<file path="src/rtl/packet_store_if.sv">
// Bundles the packet store's streaming, RAM write, release and status signals.
// The slave modport is the packet store itself; the master modport is its environment.
interface packet_store_if;
    logic [15:0] in_tdata;
    logic        in_tvalid;
    logic        in_tlast;
    logic        in_tready;

    logic [7:0]  wr_a_addr;
    logic [15:0] wr_a_data;
    logic        wr_a_valid;

    logic [11:0] wr_b_addr;
    logic [15:0] wr_b_data;
    logic        wr_b_valid;

    logic [7:0]  out_tdata;
    logic        out_tvalid;
    logic        out_tready;

    logic [7:0]  rel_slot;
    logic        rel_valid;

    logic [8:0]  free_cnt;
    logic        err_trunc;
    logic        err_dbl_free;

    modport slave (
        input  in_tdata, in_tvalid, in_tlast,
        output in_tready,
        output wr_a_addr, wr_a_data, wr_a_valid,
        output wr_b_addr, wr_b_data, wr_b_valid,
        output out_tdata, out_tvalid,
        input  out_tready,
        input  rel_slot, rel_valid,
        output free_cnt, err_trunc, err_dbl_free
    );

    modport master (
        output in_tdata, in_tvalid, in_tlast,
        input  in_tready,
        input  wr_a_addr, wr_a_data, wr_a_valid,
        input  wr_b_addr, wr_b_data, wr_b_valid,
        input  out_tdata, out_tvalid,
        output out_tready,
        output rel_slot, rel_valid,
        input  free_cnt, err_trunc, err_dbl_free
    );
endinterface

</file>
<file path="src/rtl/packet_store.sv">
// Packet buffer front end: allocates a slot per packet, stores payload and descriptor
// through registered RAM write ports, then hands the slot index downstream.
module packet_store #(
    parameter int N_SLOTS   = 16,
    parameter int MAX_WORDS = 16
) (
    input logic           aclk,
    input logic           aresetn,
    packet_store_if.slave bus
);

    localparam logic [4:0] MAXW = 5'(MAX_WORDS);

    typedef enum logic [2:0] {
        S_IDLE,
        S_ALLOC,
        S_RECV,
        S_DESC,
        S_PUSH
    } state_t;

    state_t               state_q, state_d;
    logic [N_SLOTS-1:0]   busy_q, busy_d;
    logic [7:0]           slot_q, slot_d;
    logic [4:0]           wcnt_q, wcnt_d;
    logic                 wrb_vld_q, wrb_vld_d;
    logic [11:0]          wrb_addr_q, wrb_addr_d;
    logic [15:0]          wrb_data_q, wrb_data_d;
    logic                 wra_vld_q, wra_vld_d;
    logic [7:0]           wra_addr_q, wra_addr_d;
    logic [15:0]          wra_data_q, wra_data_d;
    logic                 err_trunc_q, err_trunc_d;
    logic                 err_dbl_q, err_dbl_d;
    logic [8:0]           free_cnt_q, free_cnt_d;

    logic                 any_free;
    logic [7:0]           free_idx;
    logic                 rel_ok;
    logic                 room;
    logic                 beat;

    // Word count saturates at MAX_WORDS; the descriptor size includes the current word if it fits.
    function automatic logic [7:0] sat_size(input logic [4:0] w);
        if (w >= MAXW) begin
            return {3'b000, MAXW};
        end
        return {3'b000, w + 5'd1};
    endfunction

    function automatic logic [8:0] count_free(input logic [N_SLOTS-1:0] b);
        logic [8:0] c;
        c = '0;
        for (int i = 0; i < N_SLOTS; i++) begin
            if (!b[i]) begin
                c = c + 9'd1;
            end
        end
        return c;
    endfunction

    assign any_free = ~&busy_q;
    assign room     = (wcnt_q < MAXW);
    assign beat     = bus.in_tvalid && (state_q == S_RECV);

    always_comb begin
        free_idx = '0;
        for (int i = N_SLOTS - 1; i >= 0; i--) begin
            if (!busy_q[i]) begin
                free_idx = 8'(i);
            end
        end
    end

    // Only a busy, in-range slot may be released; anything else is flagged.
    always_comb begin
        rel_ok = 1'b0;
        for (int i = 0; i < N_SLOTS; i++) begin
            if (bus.rel_slot == 8'(i) && busy_q[i]) begin
                rel_ok = 1'b1;
            end
        end
    end

    always_comb begin
        state_d     = state_q;
        busy_d      = busy_q;
        slot_d      = slot_q;
        wcnt_d      = wcnt_q;
        wrb_vld_d   = 1'b0;
        wrb_addr_d  = wrb_addr_q;
        wrb_data_d  = wrb_data_q;
        wra_vld_d   = 1'b0;
        wra_addr_d  = wra_addr_q;
        wra_data_d  = wra_data_q;
        err_trunc_d = 1'b0;
        err_dbl_d   = 1'b0;

        if (bus.rel_valid) begin
            if (rel_ok) begin
                for (int i = 0; i < N_SLOTS; i++) begin
                    if (bus.rel_slot == 8'(i)) begin
                        busy_d[i] = 1'b0;
                    end
                end
            end else begin
                err_dbl_d = 1'b1;
            end
        end

        case (state_q)
            S_IDLE: begin
                if (any_free) begin
                    state_d = S_ALLOC;
                end
            end
            S_ALLOC: begin
                slot_d = free_idx;
                for (int i = 0; i < N_SLOTS; i++) begin
                    if (free_idx == 8'(i)) begin
                        busy_d[i] = 1'b1;
                    end
                end
                wcnt_d  = '0;
                state_d = S_RECV;
            end
            S_RECV: begin
                if (beat) begin
                    if (room) begin
                        wrb_vld_d  = 1'b1;
                        wrb_addr_d = {slot_q, wcnt_q[3:0]};
                        wrb_data_d = bus.in_tdata;
                        wcnt_d     = wcnt_q + 5'd1;
                    end
                    if (bus.in_tlast) begin
                        // Any dropped word leaves the count pinned at MAX_WORDS.
                        wra_vld_d   = 1'b1;
                        wra_addr_d  = slot_q;
                        wra_data_d  = {sat_size(wcnt_q), slot_q};
                        err_trunc_d = !room;
                        state_d     = S_DESC;
                    end
                end
            end
            S_DESC: begin
                state_d = S_PUSH;
            end
            S_PUSH: begin
                if (bus.out_tready) begin
                    state_d = S_IDLE;
                end
            end
            default: begin
                state_d = S_IDLE;
            end
        endcase

        free_cnt_d = count_free(busy_d);
    end

    always_ff @(posedge aclk) begin
        if (!aresetn) begin
            state_q     <= S_IDLE;
            busy_q      <= '0;
            slot_q      <= '0;
            wcnt_q      <= '0;
            wrb_vld_q   <= 1'b0;
            wrb_addr_q  <= '0;
            wrb_data_q  <= '0;
            wra_vld_q   <= 1'b0;
            wra_addr_q  <= '0;
            wra_data_q  <= '0;
            err_trunc_q <= 1'b0;
            err_dbl_q   <= 1'b0;
            free_cnt_q  <= 9'(N_SLOTS);
        end else begin
            state_q     <= state_d;
            busy_q      <= busy_d;
            slot_q      <= slot_d;
            wcnt_q      <= wcnt_d;
            wrb_vld_q   <= wrb_vld_d;
            wrb_addr_q  <= wrb_addr_d;
            wrb_data_q  <= wrb_data_d;
            wra_vld_q   <= wra_vld_d;
            wra_addr_q  <= wra_addr_d;
            wra_data_q  <= wra_data_d;
            err_trunc_q <= err_trunc_d;
            err_dbl_q   <= err_dbl_d;
            free_cnt_q  <= free_cnt_d;
        end
    end

    assign bus.in_tready    = (state_q == S_RECV);
    assign bus.out_tvalid   = (state_q == S_PUSH);
    assign bus.out_tdata    = slot_q;
    assign bus.wr_b_valid   = wrb_vld_q;
    assign bus.wr_b_addr    = wrb_addr_q;
    assign bus.wr_b_data    = wrb_data_q;
    assign bus.wr_a_valid   = wra_vld_q;
    assign bus.wr_a_addr    = wra_addr_q;
    assign bus.wr_a_data    = wra_data_q;
    assign bus.free_cnt     = free_cnt_q;
    assign bus.err_trunc    = err_trunc_q;
    assign bus.err_dbl_free = err_dbl_q;

endmodule
</file>
<file path="src/flat_wrapper.sv">
// flat-port wrapper written by rule: the top's interface ports become plain ports
module packet_store_flat 
#(
    parameter int N_SLOTS   = 16,
    parameter int MAX_WORDS = 16
)
  (aclk, aresetn, bus_in_tdata, bus_in_tvalid, bus_in_tlast, bus_in_tready, bus_wr_a_addr, bus_wr_a_data, bus_wr_a_valid, bus_wr_b_addr, bus_wr_b_data, bus_wr_b_valid, bus_out_tdata, bus_out_tvalid, bus_out_tready, bus_rel_slot, bus_rel_valid, bus_free_cnt, bus_err_trunc, bus_err_dbl_free);
  packet_store_if bus_i ();
  input logic aclk;
  input logic aresetn;
  input wire logic [$bits(bus_i.in_tdata)-1:0] bus_in_tdata;
  input wire logic [$bits(bus_i.in_tvalid)-1:0] bus_in_tvalid;
  input wire logic [$bits(bus_i.in_tlast)-1:0] bus_in_tlast;
  output wire logic [$bits(bus_i.in_tready)-1:0] bus_in_tready;
  output wire logic [$bits(bus_i.wr_a_addr)-1:0] bus_wr_a_addr;
  output wire logic [$bits(bus_i.wr_a_data)-1:0] bus_wr_a_data;
  output wire logic [$bits(bus_i.wr_a_valid)-1:0] bus_wr_a_valid;
  output wire logic [$bits(bus_i.wr_b_addr)-1:0] bus_wr_b_addr;
  output wire logic [$bits(bus_i.wr_b_data)-1:0] bus_wr_b_data;
  output wire logic [$bits(bus_i.wr_b_valid)-1:0] bus_wr_b_valid;
  output wire logic [$bits(bus_i.out_tdata)-1:0] bus_out_tdata;
  output wire logic [$bits(bus_i.out_tvalid)-1:0] bus_out_tvalid;
  input wire logic [$bits(bus_i.out_tready)-1:0] bus_out_tready;
  input wire logic [$bits(bus_i.rel_slot)-1:0] bus_rel_slot;
  input wire logic [$bits(bus_i.rel_valid)-1:0] bus_rel_valid;
  output wire logic [$bits(bus_i.free_cnt)-1:0] bus_free_cnt;
  output wire logic [$bits(bus_i.err_trunc)-1:0] bus_err_trunc;
  output wire logic [$bits(bus_i.err_dbl_free)-1:0] bus_err_dbl_free;
  assign bus_i.in_tdata = bus_in_tdata;
  assign bus_i.in_tvalid = bus_in_tvalid;
  assign bus_i.in_tlast = bus_in_tlast;
  assign bus_in_tready = bus_i.in_tready;
  assign bus_wr_a_addr = bus_i.wr_a_addr;
  assign bus_wr_a_data = bus_i.wr_a_data;
  assign bus_wr_a_valid = bus_i.wr_a_valid;
  assign bus_wr_b_addr = bus_i.wr_b_addr;
  assign bus_wr_b_data = bus_i.wr_b_data;
  assign bus_wr_b_valid = bus_i.wr_b_valid;
  assign bus_out_tdata = bus_i.out_tdata;
  assign bus_out_tvalid = bus_i.out_tvalid;
  assign bus_i.out_tready = bus_out_tready;
  assign bus_i.rel_slot = bus_rel_slot;
  assign bus_i.rel_valid = bus_rel_valid;
  assign bus_free_cnt = bus_i.free_cnt;
  assign bus_err_trunc = bus_i.err_trunc;
  assign bus_err_dbl_free = bus_i.err_dbl_free;
  packet_store #(.N_SLOTS(N_SLOTS), .MAX_WORDS(MAX_WORDS)) u_core (.aclk(aclk), .aresetn(aresetn), .bus(bus_i));
endmodule
</file>
<file path="config.mk">
export PLATFORM = sky130hd
export DESIGN_NAME = packet_store_flat
export DESIGN_NICKNAME = d
export VERILOG_FILES = /design/src/rtl/packet_store_if.sv /design/src/rtl/packet_store.sv /design/src/flat_wrapper.sv
export SDC_FILE = /design/constraint.sdc
export NUM_CORES = 1
export LEC_CHECK = 0
export BUFFER_PORTS_ARGS = -buffer_cell sky130_fd_sc_hd__buf_2
export CAP_MARGIN = 5
export CORE_MARGIN = 2
export CORE_UTILIZATION = 50
export CTS_CLUSTER_SIZE = 10
export DETAILED_ROUTE_END_ITERATION = 16
export PLACE_DENSITY = 0.73
export SYNTH_ARGS = -nofsm -noshare
export SYNTH_HDL_FRONTEND = slang
export SYNTH_SLANG_ARGS = --single-unit
</file>
<file path="constraint.sdc">
create_clock -name aclk -period 39.1 [get_ports aclk]
set_input_delay 7.82 -clock aclk [delete_from_list [all_inputs] [get_ports aclk]]
set_output_delay 7.82 -clock aclk [all_outputs]
set_load 0.05 [all_outputs]
</file>
After elaboration in Yosys (flattened, before gate mapping):

Cells that the tools add are included.

* $add $sub $neg: 16
* order comparisons: 2
* eq/ne operators: 39
* muxes and demuxes: 100
* reduce and logical (&&, ||, !) cells: 30

Operators by type and width (count)
* 9-bit 2-to-1 mux: 15
* 9-bit by 1-bit adder with 9-bit output, second input constant: 14
* 8-bit by 4-bit == test with 1-bit output, second input constant: 8
* 4-bit 2-to-1 mux: 16
* 1-bit 2-to-1 mux: 56
* 16-bit 2-to-1 mux: 3
* 4-bit == test, second input constant: 8
* 8-bit by 3-bit == test with 1-bit output, second input constant: 4
* 1-bit logical AND: 17
* 4-bit by 3-bit == test with 1-bit output, second input constant: 4
* 8-bit by 2-bit == test with 1-bit output, second input constant: 2
* 8-bit zero test: 2
* 8-bit 2-to-1 mux: 2
* 16-bit AND reduction: 1
* 3-bit one-hot mux with 5 select lines: 1
* 3-bit 2-to-1 mux: 4
* 3-bit AND reduction: 4
* 5-bit 2-to-1 mux: 2
* 5-bit one-hot mux with 2 select lines: 1
* 4-bit by 2-bit == test with 1-bit output, second input constant: 2
* 8-bit by 1-bit == test with 1-bit output, second input constant: 1
* 4-bit AND reduction: 2
* 3-bit by 2-bit == test with 1-bit output, second input constant: 2
* 2-bit by 1-bit != test with 1-bit output, second input constant: 3
* 12 further kinds: 13

* bits in registers: 97
* input bits: 30
* output and inout port bits: 75
* word-level logic and storage cells: 200

Depth between registers and ports, before layout:

* depth in word-level cells: 53
* mapped depth: 57

Least setup slack after synthesis:

Ideal clock, no wire load.

* path kind: input to register
* from: input port bus_rel_slot[3]
* to: register u_core.free_cnt_q[5], in the netlist u_core.bus.free_cnt[5]
* setup time: 0.067 ns
* arrival time: 18.351 ns
* data required time: 39.033 ns
* slack: 20.681 ns
* stages: 55
* cell sequence: mux2_2 a32oi_2 o2111ai_4 o21ai_0 o31ai_1 o21ai_0 inv_1 ha_1 o41ai_1 nor2_1 ha_1 o311ai_0 o31ai_2 ha_1 inv_1 a21oi_1 ha_1 nand2_1 (+19 left out) nand2b_1 o21a_1 ha_1 mux2_2 o31ai_1 inv_1 ha_1 nor2_1 a21oi_1 ha_1 and2_1 maj3_1 a21boi_0 mux2_4 xnor3_1 or3_1 a21o_1 a21oi_2

* elaborated cells between the ends (all ways): 114

RTL lines
* start, declared: line flat_wrapper.sv:24 `input wire logic [$bits(bus_i.rel_slot)-1:0] bus_rel_slot;`
* 8-bit zero test: line packet_store.sv:78 `if (bus.rel_slot == 8'(i) && busy_q[i]) begin`
* 1-bit logical AND: line packet_store.sv:78
* 1-bit 2-to-1 mux (16 in series): line packet_store.sv:78
* 16-bit 2-to-1 mux *: line packet_store.sv:99 `if (rel_ok) begin`
* 16-bit 2-to-1 mux *: line packet_store.sv:98 `if (bus.rel_valid) begin`
* 1-bit 2-to-1 mux: line packet_store.sv:119 `if (free_idx == 8'(i)) begin`
* 16-bit 2-to-1 mux *: line packet_store.sv:110 `case (state_q)`
* via u_core.busy_d[1]: line packet_store.sv:23 `logic [N_SLOTS-1:0] busy_q, busy_d;`
* (+21 left out)
* 9-bit by 1-bit adder with 9-bit output: line packet_store.sv:55 `c = c + 9'd1;`
* 9-bit 2-to-1 mux *: line packet_store.sv:54 `if (!b[i]) begin`
* 9-bit by 1-bit adder with 9-bit output: line packet_store.sv:55
* 9-bit 2-to-1 mux *: line packet_store.sv:54
* 9-bit by 1-bit adder with 9-bit output: line packet_store.sv:55
* 9-bit 2-to-1 mux *: line packet_store.sv:54
* 9-bit by 1-bit adder with 9-bit output: line packet_store.sv:55
* 9-bit 2-to-1 mux *: line packet_store.sv:54
* end signal, assigned: line packet_store.sv:174 `free_cnt_q <= 9'(N_SLOTS);`
* end signal, assigned: line packet_store.sv:188 `free_cnt_q <= free_cnt_d;`
* end, declared: line packet_store.sv:34 `logic [8:0] free_cnt_q, free_cnt_d;`

The timed path passes the listed nets; every way through them passes the cells marked *.
A chain may end at the register's enable or synchronous reset.

Worst setup path after layout:

Ends and elaborated chain as after synthesis.

==> impl_metrics.yaml <==
status:
  outcome: "finished, final reports clean"
finish:
  syn_to_final_growth_pct: 10.57
  diodes: 0
  drive_above_1_share_pct: 21.85
  n_fill_cell: 1006
  utilization_pct: 56.75
  nets: 779
  finalInstanceArea_mm2: 0.006152
yosys:
  synth_top_family_by_area: "simple AND/OR/NAND/NOR gates"
  yosys-top-cells-area: "dfxtp_1 27%, nand2_1 5.9%, a21oi_1 4.5%, buf_4 4.0%, nor2_1 4.0%"
  synth_cells: 665
  synthMuxAreaShare_pct: 2.204
  synth-async-reset-ratio_pct: 0
  synth_xor_area_share_pct: 10.68
  yosys.area.top_type: "dfxtp_1"
  synth_area_mm2: 0.005564
  synth_compound_area_share_pct: 23.95
  synth-edff-count: 0
  synth.distinct_cells: 106
  yosys.area_share.simple_pct: 25.01
  ys_seq_area_share_pct: 26.62
  syn_avg_cell_area_um2: 8.367
  synth_ff_type: "dfxtp_1"
  synth_seq_cells: 74
  synthDominantCellAreaShare_pct: 26.62
  synth-adder-area-share_pct: 4.003
  yosys_warnings: 0
placement:
  placed_area_mm2: 0.005959
  dp_hpwl_mm: 10.57
  pre_cts_ws_ns: 19.18
  io_buffers: 85
  place.gp.congestion: 0.9587
die:
  io_pins: 105
  core_mm2: 0.01084
  dieArea_mm2: 0.01199
  die_h_um: 109.5
  placementRows: 38
  start_util_pct: 51.33
  die_x_um: 109.5
clock_network:
  cts_setup_buffers: 0
  clk_pin_slew_worst_paths_ns: 0.08
  cts_root_buffer: "clkbuf_8"
  holdBufCountCts: 0
  clk_path_buf_depth: 2
  clock_latency_ns: 0.35
  cts_sinks: 74
  cts_buffers: 9
  cts_resized: 0
  h-tree-depth: 3
  cts_tree: "yes"
detailed_routing:
  first_pass_iters: 4
  vias: 5050
  via_per_inst: 5.758
  ant_nets: 0
  wl_per_cell_um: 15.66
  drtIter0Drc: 299
  drc: 0
  wirelength_mm: 13.73
grt:
  track_usage_pct: 23.13
  overflow: 0
  grt_pass1_vias: 4665
  antenna_found_initial: 0
  grt_max_degree: 69
  grt_pass1_wl_mm: 22.12
timing:
  min_period_ns: 19.71
  rsz0062_at_grt: "no"
  fin_crit_sh_pct: 50.42
  worst_slew_pin_slew_ns: 1.151
  tns_ns: 0
  max-slew-margin-rel_pct: 23.16
  fmax_mhz: 50.73
  fin_skew_ns: 0.009808
  setup_viol: 0
  setup_ws_ns: 19.39
  finalMaxSlewViolations: 0
  hold_viol_final: 0
worst_setup_path:
  cpMostUsedCell: "ha_1"
  r2r_setup_slack_ns: 26.36
  critPathLaunch: "bus_rel_slot[3]"
  crit_slowest_cell: "o21ai_0"
  endpoint: "u_core.bus.free_cnt[5]"
  endpoint_kind: "flip-flop"
  reg2reg_from: "u_core.busy_q[7]"
  path_class: "in -> reg"
  crit_buf_inv: 4
  worstRegToRegCells: 53
  reg2reg_to: "u_core.bus.free_cnt[5]"
  cp.arrival_ns: 19.99
  slowest_delay_ns: 0.57
  critPathTopFamily: "adder cells"
  path_max_fanout: 17
  crit_cells: 56
  crit_path_start_kind: "primary input"
  worstPathRequired_ns: 39.38
hold_path:
  hold_class: "reg -> reg"
flow_run:
  maxCapViolations: 0
worst min path at each step:
stage / to / from / cells past startpoint / slack, ns
after floorplan: u_core.state_q[0] / u_core.state_q[0] / 1 / 0.47
after global placement: u_core.bus.wr_a_data[9] / u_core.bus.wr_a_data[9] / 2 / 0.44
after detailed placement: u_core.bus.wr_b_data[5] / u_core.bus.wr_b_data[5] / 2 / 0.44
after CTS: u_core.bus.wr_b_data[5] / u_core.bus.wr_b_data[5] / 2 / 0.46
after global routing: u_core.bus.wr_b_addr[1] / u_core.bus.wr_b_addr[1] / 2 / 0.47
final: u_core.bus.wr_a_data[9] / u_core.bus.wr_a_data[9] / 2 / 0.45
sequential cells by signal (all words and copies together) (netlist names), 3 cells and up:
name,count
u_core.bus.out_tdata,4
u_core.wcnt_q,5
u_core.bus.wr_b_data,16
u_core.bus.wr_a_data,6
u_core.state_q,3
u_core.bus.wr_a_addr,3
u_core.bus.wr_b_addr,8
u_core.busy_q,16
u_core.bus.free_cnt,9
layout by cell type, fill, tap and decap left out, drive strengths merged, types with 5 or more instances in the layout:
cell type / Yosys / layout
nand4: 10 / 10
o21ai: 13 / 13
nor2: 60 / 60
clkbuf: 20 / 10
a211oi: 8 / 8
xnor3: 5 / 5
nor3: 16 / 16
mux2i: 7 / 7
a22oi: 9 / 9
dfxtp: 74 / 74
xor2: 14 / 14
a31oi: 7 / 7
nand2: 89 / 89
a21o: 6 / 6
buf: 33 / 89
nor3b: 8 / 8
xnor2: 26 / 26
nand3: 16 / 16
ha: 17 / 17
and3: 15 / 15
a21oi: 52 / 52
o2111ai: 10 / 10
nor4: 6 / 6
conb: 1 / 21
inv: 26 / 28
nand2b: 11 / 11
o31ai: 9 / 9
and2: 8 / 8
cell families (layout without fill, tap and decap cells):
family / count (synthesis) / count (layout)
AOI/OAI and AO/OA: 165 / 165
and+or+nand+nor: 271 / 271
buffers and inverters: 79 / 131
muxes: 11 / 11
xor gates and xnor gates: 46 / 46
other: 1 / 21
DFF: 74 / 74
adders and majority gates: 18 / 18
Yosys cell counts, types with 4 or more instances:
library cell and count:
nand2b_1 11, a21oi_1 50, inv_1 23, mux2i_1 6, nor3_1 15, a211oi_1 5, nand3_1 16, a21o_1 6
a22oi_1 7, xnor2_2 9, and3_1 15, xnor2_1 16, nor2_1 59, nand2_1 88, ha_1 17, dfxtp_1 74
nand4_1 9, buf_4 30, nand3b_1 4, clkbuf_1 19, and2_1 8, nor3b_1 7, o21ai_0 9, a31oi_1 7
o2111ai_1 6, o31ai_1 6, o21ai_1 4, xor2_1 13, nor4_1 5
area by class of cell:
type / count / area, um2 / share of cell area, %
Clock buffer: 10 / 127.6 / 2.074
Clock inverter: 6 / 65.06 / 1.058
Inverter: 26 / 100.1 / 1.627
Multi-Input combinational cell: 532 / 3747 / 60.91
Sequential cell: 74 / 1481 / 24.08
Tap cell: 140 / 175.2 / 2.847
Timing Repair Buffer: 89 / 455.4 / 7.403
metal layers:
| metal | GRT usage [%] | wire length, um |
|---|---|---|
| met5 | 0 | 0 |
| met4 | 6.781 | 188 |
| met3 | 3.082 | 800 |
| met2 | 40.34 | 6848 |
| met1 | 29.69 | 5895 |
stage by stage:
step / hold slack (ns) / instances
floorplan: 0.4728 / 685
global placement: 0.4395 / 861
global route: 0.4739 / 877
detailed placement: 0.4448 / 861
CTS: 0.4567 / 877
finish: 0.4535 / 877
worst min-delay path: cells and delay by family, from the launching register on:
| family | cells | cell delay (ns) |
|---|---|---|
| DFF | 1 | 0.31 |
| AOI/OAI and AO/OA | 1 | 0.05 |
| and+or+nand+nor | 1 | 0.05 |
Power is left out: the tool's default activity adds up to more than one toggle a clock period on the data nets, which glitch-free logic cannot reach.
